[src/rtl/ldw_mem_pkg.sv]
// Shared types and constants for the ldw memory stage: FSM encoding, timeout default, MEM/WB bundle.
package ldw_mem_pkg;

  localparam logic ST_IDLE = 1'b0;
  localparam logic ST_BUSY = 1'b1;

  localparam int DEF_TIMEOUT = 255;

  typedef struct packed {
    logic        wreg;
    logic        m2reg;
    logic [31:0] mo;
    logic [31:0] alu;
    logic [4:0]  rn;
  } mw_t;

  localparam mw_t MW_BUBBLE = '0;

endpackage

[src/rtl/ldw_mw_reg.sv]
// MEM/WB pipeline register; loads every cycle, or a bubble when bubble=1.
// Latency 1; no backpressure (writeback always accepts).
module ldw_mw_reg
  import ldw_mem_pkg::*;
(
  input  logic clk,
  input  logic clrn,
  input  logic bubble,
  input  mw_t  d,
  output mw_t  q
);

  always_ff @(posedge clk or negedge clrn) begin
    if (!clrn) q <= MW_BUBBLE;
    else       q <= bubble ? MW_BUBBLE : d;
  end

endmodule

[src/rtl/ldw_mem_stage.sv]
// ldw MEM stage: word load/store over a req/ack bus with timeout, plus MEM/WB register.
// Latency 1 for non-memory ops, N+2 for memory ops; stalls upstream while the bus is outstanding.
module ldw_mem_stage
  import ldw_mem_pkg::*;
#(
  parameter int TIMEOUT = DEF_TIMEOUT
) (
  input  logic        clk,
  input  logic        clrn,
  input  logic        mwreg,
  input  logic        mm2reg,
  input  logic        mwmem,
  input  logic [31:0] malu,
  input  logic [31:0] mb,
  input  logic [4:0]  mrn,
  output logic [31:0] dmem_addr,
  output logic [31:0] dmem_wdata,
  output logic        dmem_we,
  output logic        dmem_req,
  input  logic        dmem_ack,
  input  logic [31:0] dmem_rdata,
  output logic        stall_mem,
  output logic        wwreg,
  output logic        wm2reg,
  output logic [31:0] wmo,
  output logic [31:0] walu,
  output logic [4:0]  wrn,
  output logic        mem_err
);

  localparam logic [7:0] CNT_LAST = 8'(TIMEOUT - 1);

  logic       state;
  logic [7:0] cnt;
  logic       memop, misal, busy, start, done, abort, err_now, hold;
  mw_t        mw_d, mw_q;

  always_comb begin
    memop   = mm2reg | mwmem;
    misal   = |malu[1:0];
    busy    = (state == ST_BUSY);
    start   = !busy && memop && !misal;
    done    = busy && dmem_ack;
    abort   = busy && !dmem_ack && (cnt == CNT_LAST);
    err_now = (!busy && memop && misal) || abort;
    hold    = start || (busy && !dmem_ack && !abort);
  end

  // Gated by clrn so nothing upstream is held while the stage is in reset.
  assign stall_mem = clrn & hold;

  // A failed access keeps its fields but loses its register write.
  always_comb begin
    mw_d       = MW_BUBBLE;
    mw_d.wreg  = mwreg & ~err_now;
    mw_d.m2reg = mm2reg;
    mw_d.mo    = (done && mm2reg) ? dmem_rdata : 32'd0;
    mw_d.alu   = malu;
    mw_d.rn    = mrn;
  end

  always_ff @(posedge clk or negedge clrn) begin
    if (!clrn) begin
      state      <= ST_IDLE;
      cnt        <= 8'd0;
      dmem_req   <= 1'b0;
      dmem_we    <= 1'b0;
      dmem_addr  <= 32'd0;
      dmem_wdata <= 32'd0;
      mem_err    <= 1'b0;
    end else begin
      mem_err <= err_now;
      if (!busy) begin
        if (start) begin
          state      <= ST_BUSY;
          cnt        <= 8'd0;
          dmem_req   <= 1'b1;
          dmem_addr  <= malu;
          dmem_wdata <= mb;
          dmem_we    <= mwmem & ~mm2reg;
        end
      end else if (done || abort) begin
        state    <= ST_IDLE;
        dmem_req <= 1'b0;
        dmem_we  <= 1'b0;
      end else begin
        cnt <= cnt + 8'd1;
      end
    end
  end

  ldw_mw_reg u_mw_reg (
    .clk    (clk),
    .clrn   (clrn),
    .bubble (hold),
    .d      (mw_d),
    .q      (mw_q)
  );

  assign wwreg  = mw_q.wreg;
  assign wm2reg = mw_q.m2reg;
  assign wmo    = mw_q.mo;
  assign walu   = mw_q.alu;
  assign wrn    = mw_q.rn;

endmodule
[config.mk]
export PLATFORM = sky130hd
export DESIGN_NAME = ldw_mem_stage
export DESIGN_NICKNAME = d
export VERILOG_FILES = /design/src/rtl/ldw_mem_pkg.sv /design/src/rtl/ldw_mw_reg.sv /design/src/rtl/ldw_mem_stage.sv
export SDC_FILE = /design/constraint.sdc
export NUM_CORES = 1
export LEC_CHECK = 0
export CELL_PAD_IN_SITES_DETAIL_PLACEMENT = 0
export CELL_PAD_IN_SITES_GLOBAL_PLACEMENT = 1
export CORE_MARGIN = 1
export CORE_UTILIZATION = 36
export DETAILED_ROUTE_END_ITERATION = 6
export PLACE_DENSITY_LB_ADDON = 0.1
export SETUP_SLACK_MARGIN = 0.1
export SLEW_MARGIN = 30
export SYNTH_ARGS = -nofsm -noshare
export SYNTH_HDL_FRONTEND = slang
export SYNTH_HIERARCHICAL = 1
export SYNTH_SLANG_ARGS = --single-unit
[constraint.sdc]
create_clock -name clk -period 4.2 [get_ports clk]
set_input_delay 0.63 -clock clk [delete_from_list [all_inputs] [get_ports clk]]
set_output_delay 0.63 -clock clk [all_outputs]
set_load 0.03 [all_outputs]
==> impl_results.html <==
<table>
<tr><th>Metric</th><th>Value</th></tr>
<tr><th colspan="2">Cells and area</th></tr>
<tr><td>Filler instances</td><td>1,261</td></tr>
<tr><td>Flip-flop and latch area</td><td>3680 sq um</td></tr>
<tr><td>Synthesis-to-finish area growth</td><td>56.9%</td></tr>
<tr><td>Multi-input gate area in the final layout</td><td>1870 sq um</td></tr>
<tr><td>Proportion of layout cells with a drive suffix above 1</td><td>15.0%</td></tr>
<tr><td>Final-stage net count</td><td>750</td></tr>
<tr><td>Number of diodes</td><td>0</td></tr>
<tr><th colspan="2">GRT</th></tr>
<tr><td>Initial antenna violation count</td><td>0</td></tr>
<tr><td>Number of global-route vias before repair</td><td>4,123</td></tr>
<tr><td>Total Routing Usage GR</td><td>~18%</td></tr>
<tr><td>Total grt overflow</td><td>0</td></tr>
<tr><td>Wire length of the first global-routing pass</td><td>21,900 um</td></tr>
<tr><td>Largest net degree at the start of global routing</td><td>76</td></tr>
<tr><th colspan="2">Power and ir drop</th></tr>
<tr><td>Static power due to leakage</td><td>3.93 nW</td></tr>
<tr><td>Pwr Total</td><td>4.60 mW</td></tr>
<tr><td>Power per cell area</td><td>511 nW/um^2</td></tr>
<tr><td>Maximum ir drop on the vdd rail</td><td>between 300 and 400 uV</td></tr>
<tr><th colspan="2">Detailed routing</th></tr>
<tr><td>Routed len/inst</td><td>between 15 and 20 um</td></tr>
<tr><td>Routed length on met2</td><td>6710 um</td></tr>
<tr><td>DR top layer</td><td>met4</td></tr>
<tr><td>Via Count</td><td>3,912</td></tr>
<tr><td>Number of antenna-violating nets in the routed design</td><td>0</td></tr>
<tr><td>Avg Vias per Cell</td><td>4.52</td></tr>
<tr><td>Total routed wire length on the met1 layer</td><td>6010 um</td></tr>
<tr><td>Overall routed net length</td><td>14,300 um</td></tr>
<tr><td>Number of detailed-routing iterations run before antenna repair</td><td>4</td></tr>
<tr><td>Residual DRC count</td><td>0</td></tr>
<tr><td>Starting DRC count in detailed routing</td><td>184</td></tr>
<tr><td>Detailed route wirelength on metal3</td><td>1310 um</td></tr>
<tr><th colspan="2">Clock tree</th></tr>
<tr><td>Clock buffers created by TritonCTS</td><td>17</td></tr>
<tr><td>Post-CTS Repair Setup Buffers</td><td>0</td></tr>
<tr><td># clock sinks</td><td>147</td></tr>
<tr><td>Reg clk slew, reported paths</td><td>0.06 ns</td></tr>
<tr><td>Root buf cell</td><td>sky130_fd_sc_hd__clkbuf_16</td></tr>
<tr><td>Clk_lat worst skew</td><td>0.41 ns</td></tr>
<tr><td>CTS tree</td><td>yes</td></tr>
<tr><td>H-tree depth</td><td>4</td></tr>
<tr><td>Number of buffers on the longest clock path</td><td>2</td></tr>
<tr><th colspan="2">Synthesis</th></tr>
<tr><td>Register area share after synthesis</td><td>64.2%</td></tr>
<tr><td>Syn nets</td><td>496</td></tr>
<tr><td>Distinct cell type count of the synthesized netlist</td><td>41</td></tr>
<tr><td>Library cell with the largest summed area after synthesis</td><td>sky130_fd_sc_hd__dfrtp_1</td></tr>
<tr><td>Proportion of netlist area held by the largest area contributor</td><td>64.2%</td></tr>
<tr><td>Compound-cell area share of the yosys netlist</td><td>2.40%</td></tr>
<tr><td>Post-Synth Adder-Cell Area</td><td>0.437%</td></tr>
<tr><td>Post-synth EDFFs</td><td>0</td></tr>
<tr><td>Count of mapped cells out of synthesis</td><td>between 300 and 400</td></tr>
<tr><td>Proportion of synthesized area in mux cells</td><td>15.7%</td></tr>
<tr><td>Leading post-synthesis cells by cell area</td><td>sky130_fd_sc_hd__dfrtp_1, sky130_fd_sc_hd__mux2_4, sky130_fd_sc_hd__nor2b_1</td></tr>
<tr><td>Share of synthesized cell area in and, or, nand and nor gates</td><td>about 14%</td></tr>
<tr><td>Yosys warnings</td><td>6</td></tr>
<tr><td>Count of state elements after synthesis</td><td>147</td></tr>
<tr><td>Post-synthesis area per instance</td><td>14.8 sq um</td></tr>
<tr><td>Main combinational cell family by area after synthesis</td><td>multiplexers</td></tr>
<tr><td>Async set-or-reset flop fraction in the synthesized netlist</td><td>100%</td></tr>
<tr><td>Post-synthesis instance area</td><td>5730 sq um</td></tr>
<tr><td>Main flop type after synthesis</td><td>sky130_fd_sc_hd__dfrtp_1</td></tr>
<tr><td>Xor/xnor cell area share of the yosys netlist</td><td>0%</td></tr>
<tr><th colspan="2">Placed design</th></tr>
<tr><td>I/O Buffers</td><td>245</td></tr>
<tr><td>Final weighted congestion in routability-driven placement</td><td>approximately 0.81</td></tr>
<tr><td>Placed wire-length estimate</td><td>approximately 10,000 um</td></tr>
<tr><td>Post-placement setup slack</td><td>0.959 ns</td></tr>
<tr><th colspan="2">Critical path</th></tr>
<tr><td>Startpoint kind of the worst setup timing path</td><td>input port</td></tr>
<tr><td>Maximum fanout along the worst path</td><td>5</td></tr>
<tr><td>Critical path data arrival time</td><td>~2.6 ns</td></tr>
<tr><td>Critical path endpoint category</td><td>output port</td></tr>
<tr><td>R2R Setup Slk</td><td>1.67 ns</td></tr>
<tr><td>Data required time at the worst endpoint</td><td>between 3 and 4 ns</td></tr>
<tr><td>Type of the worst setup path</td><td>input port to output port</td></tr>
<tr><th colspan="2">Floorplanning</th></tr>
<tr><td>Die area</td><td>16,400 sq um</td></tr>
<tr><td>Horiz. Die Dim</td><td>128 um</td></tr>
<tr><td>Number of top-level pins</td><td>about 250</td></tr>
<tr><td>Core area</td><td>15,400 sq um</td></tr>
<tr><td>Die H</td><td>128 um</td></tr>
<tr><td>Std cell rows</td><td>45</td></tr>
<tr><td>Effective utilization at floorplan</td><td>37.3%</td></tr>
<tr><th colspan="2">STA</th></tr>
<tr><td>Rel. slew slack</td><td>48.3%</td></tr>
<tr><td>Number of failing setup endpoints in the final timing report</td><td>0</td></tr>
<tr><td>Final-report hold violation count</td><td>0</td></tr>
<tr><td>Minimum period implied by the final worst setup slack</td><td>3.25 ns</td></tr>
<tr><td>Final Cycle Share</td><td>~77%</td></tr>
<tr><td>Setup ws final</td><td>0.952 ns</td></tr>
<tr><td>Transition time at the pin with the least slew margin</td><td>0.773 ns</td></tr>
<tr><td>Final TNS setup</td><td>0 ns</td></tr>
<tr><td>Clock skew after layout</td><td>0.00712 ns</td></tr>
<tr><td>Setup repair after global routing missed its margin</td><td>false</td></tr>
<tr><td>Max frequency</td><td>308 MHz</td></tr>
<tr><td>Final Slew Violations</td><td>0</td></tr>
<tr><th colspan="2">Job</th></tr>
<tr><td># Max-Cap Violations</td><td>0</td></tr>
<tr><th colspan="2">Min path</th></tr>
<tr><td>Min-Delay Path Class</td><td>flip-flop to flip-flop</td></tr>
<tr><th colspan="2">Run status</th></tr>
<tr><td>Outcome</td><td>finished, final reports clean</td></tr>
</table>
[report_power, final]
| part | switching, mW | internal (mW) | total (mW) |
|---|---|---|---|
| logic | 0.650 | 0.609 | 1.26 |
| clock network | 0.587 | 1.03 | 1.61 |
| registers | 0.108 | 1.62 | 1.72 |
| total | 1.35 | 3.25 | 4.60 |
[layout make-up]
class / instances / share of cell area [%]
flip-flops and latches: 147 / 40.9
repair buffers: 253 / 28.2
multi-input cells: 220 / 20.8
clock buffers: 20 / 5.08
well taps: 211 / 2.94
clock inverters: 12 / 1.99
inverters: 2 / 0.0835
[final timing paths]
check                                                start                          to  cells past startpoint
worst max-delay path                              dmem_ack                   stall_mem                      5
max in group asynchronous                             clrn    u_mw_reg/q[65]$_DFF_PN0_                      3
worst min-delay path            dmem_wdata[12]$_DFFE_PN0P_  dmem_wdata[12]$_DFFE_PN0P_                      1
worst min register to register  dmem_wdata[12]$_DFFE_PN0P_  dmem_wdata[12]$_DFFE_PN0P_                      1
worst max register to register          cnt[0]$_DFFE_PN0P_    u_mw_reg/q[51]$_DFF_PN0_                      7
min in group asynchronous                             clrn  dmem_wdata[10]$_DFFE_PN0P_                      2
[state kept, by name (all words and copies together), names as in the netlist]
name	flops
cnt	8
dmem_wdata	32
dmem_we	1
dmem_req	1
u_mw_reg/q	71
mem_err	1
dmem_addr	32
busy	1
[placed cells by master, fill, tap and decap left out, types with 2 or more instances in the layout]
cell	synthesis	routed
sky130_fd_sc_hd__clkbuf_8	0	2
sky130_fd_sc_hd__inv_1	2	2
sky130_fd_sc_hd__nor4_1	2	2
sky130_fd_sc_hd__dfrtp_1	147	147
sky130_fd_sc_hd__mux2_4	40	40
sky130_fd_sc_hd__and2_1	35	35
sky130_fd_sc_hd__clkdlybuf4s50_1	0	244
sky130_fd_sc_hd__o21ai_0	6	6
sky130_fd_sc_hd__clkbuf_16	0	17
sky130_fd_sc_hd__mux2i_1	5	5
sky130_fd_sc_hd__nand4_1	3	3
sky130_fd_sc_hd__buf_6	1	3
sky130_fd_sc_hd__ha_1	2	2
sky130_fd_sc_hd__nand2_1	6	5
sky130_fd_sc_hd__clkinvlp_4	0	3
sky130_fd_sc_hd__a21oi_1	3	3
sky130_fd_sc_hd__mux2_2	15	15
sky130_fd_sc_hd__nor3_1	2	2
sky130_fd_sc_hd__buf_4	1	4
sky130_fd_sc_hd__nor2_1	2	2
sky130_fd_sc_hd__clkinv_4	0	2
sky130_fd_sc_hd__clkinv_2	0	2
sky130_fd_sc_hd__bufinv_16	0	4
sky130_fd_sc_hd__nor2b_1	72	72
sky130_fd_sc_hd__mux2_1	7	7
[Yosys cell counts (5+ instances only)]
cell type / number
sky130_fd_sc_hd__buf_2: 7
sky130_fd_sc_hd__mux2_4: 40
sky130_fd_sc_hd__nand2_1: 6
sky130_fd_sc_hd__o21ai_0: 6
sky130_fd_sc_hd__and2_1: 35
sky130_fd_sc_hd__mux2_2: 15
sky130_fd_sc_hd__dfrtp_1: 147
sky130_fd_sc_hd__nor2b_1: 72
sky130_fd_sc_hd__mux2i_1: 5
sky130_fd_sc_hd__mux2_1: 7
sky130_fd_sc_hd__buf_12: 5
[logic make-up after synthesis]
family	Yosys count
mux	67
simple gates	130
compound gates	21
flops	147
buf+inv	20
fa+ha+maj	2
[critical path, stage by stage]
cell and delay, ns:
sky130_fd_sc_hd__clkdlybuf4s50_1 0.49, sky130_fd_sc_hd__nor2b_1 0.28, sky130_fd_sc_hd__o21ai_1 0.24, sky130_fd_sc_hd__a21boi_0 0.25, sky130_fd_sc_hd__clkdlybuf4s50_1 0.73
[timing repair]
action | 4_1_cts | 5_1_grt
resized for setup | 0 | 0
hold buffers | 1 | 0
endpoints found under the hold margin | 5 | 0
[routing by layer]
layer | vias to the layer above | track usage [%]
li1 | 1796 | -
met1 | 1919 | 21.4
met2 | 181 | 28.6
met3 | 16 | 8.06
met4 | 0 | 6.92
met5 | - | 0
[metrics by stage]
step | util [%] | instance area [sq um] | hold slack (ns) | cells
after floorplan | - | 5730 | 0.334 | 387
after global placement | 54.2 | 8340 | 0.434 | 832
after detailed placement | 54.2 | 8340 | 0.433 | 832
after CTS | 58.4 | 8980 | 0.487 | 865
after global routing | 58.5 | 8990 | 0.505 | 865
final | 58.5 | 8990 | 0.485 | 865
(Power assumes the default switching activity.)
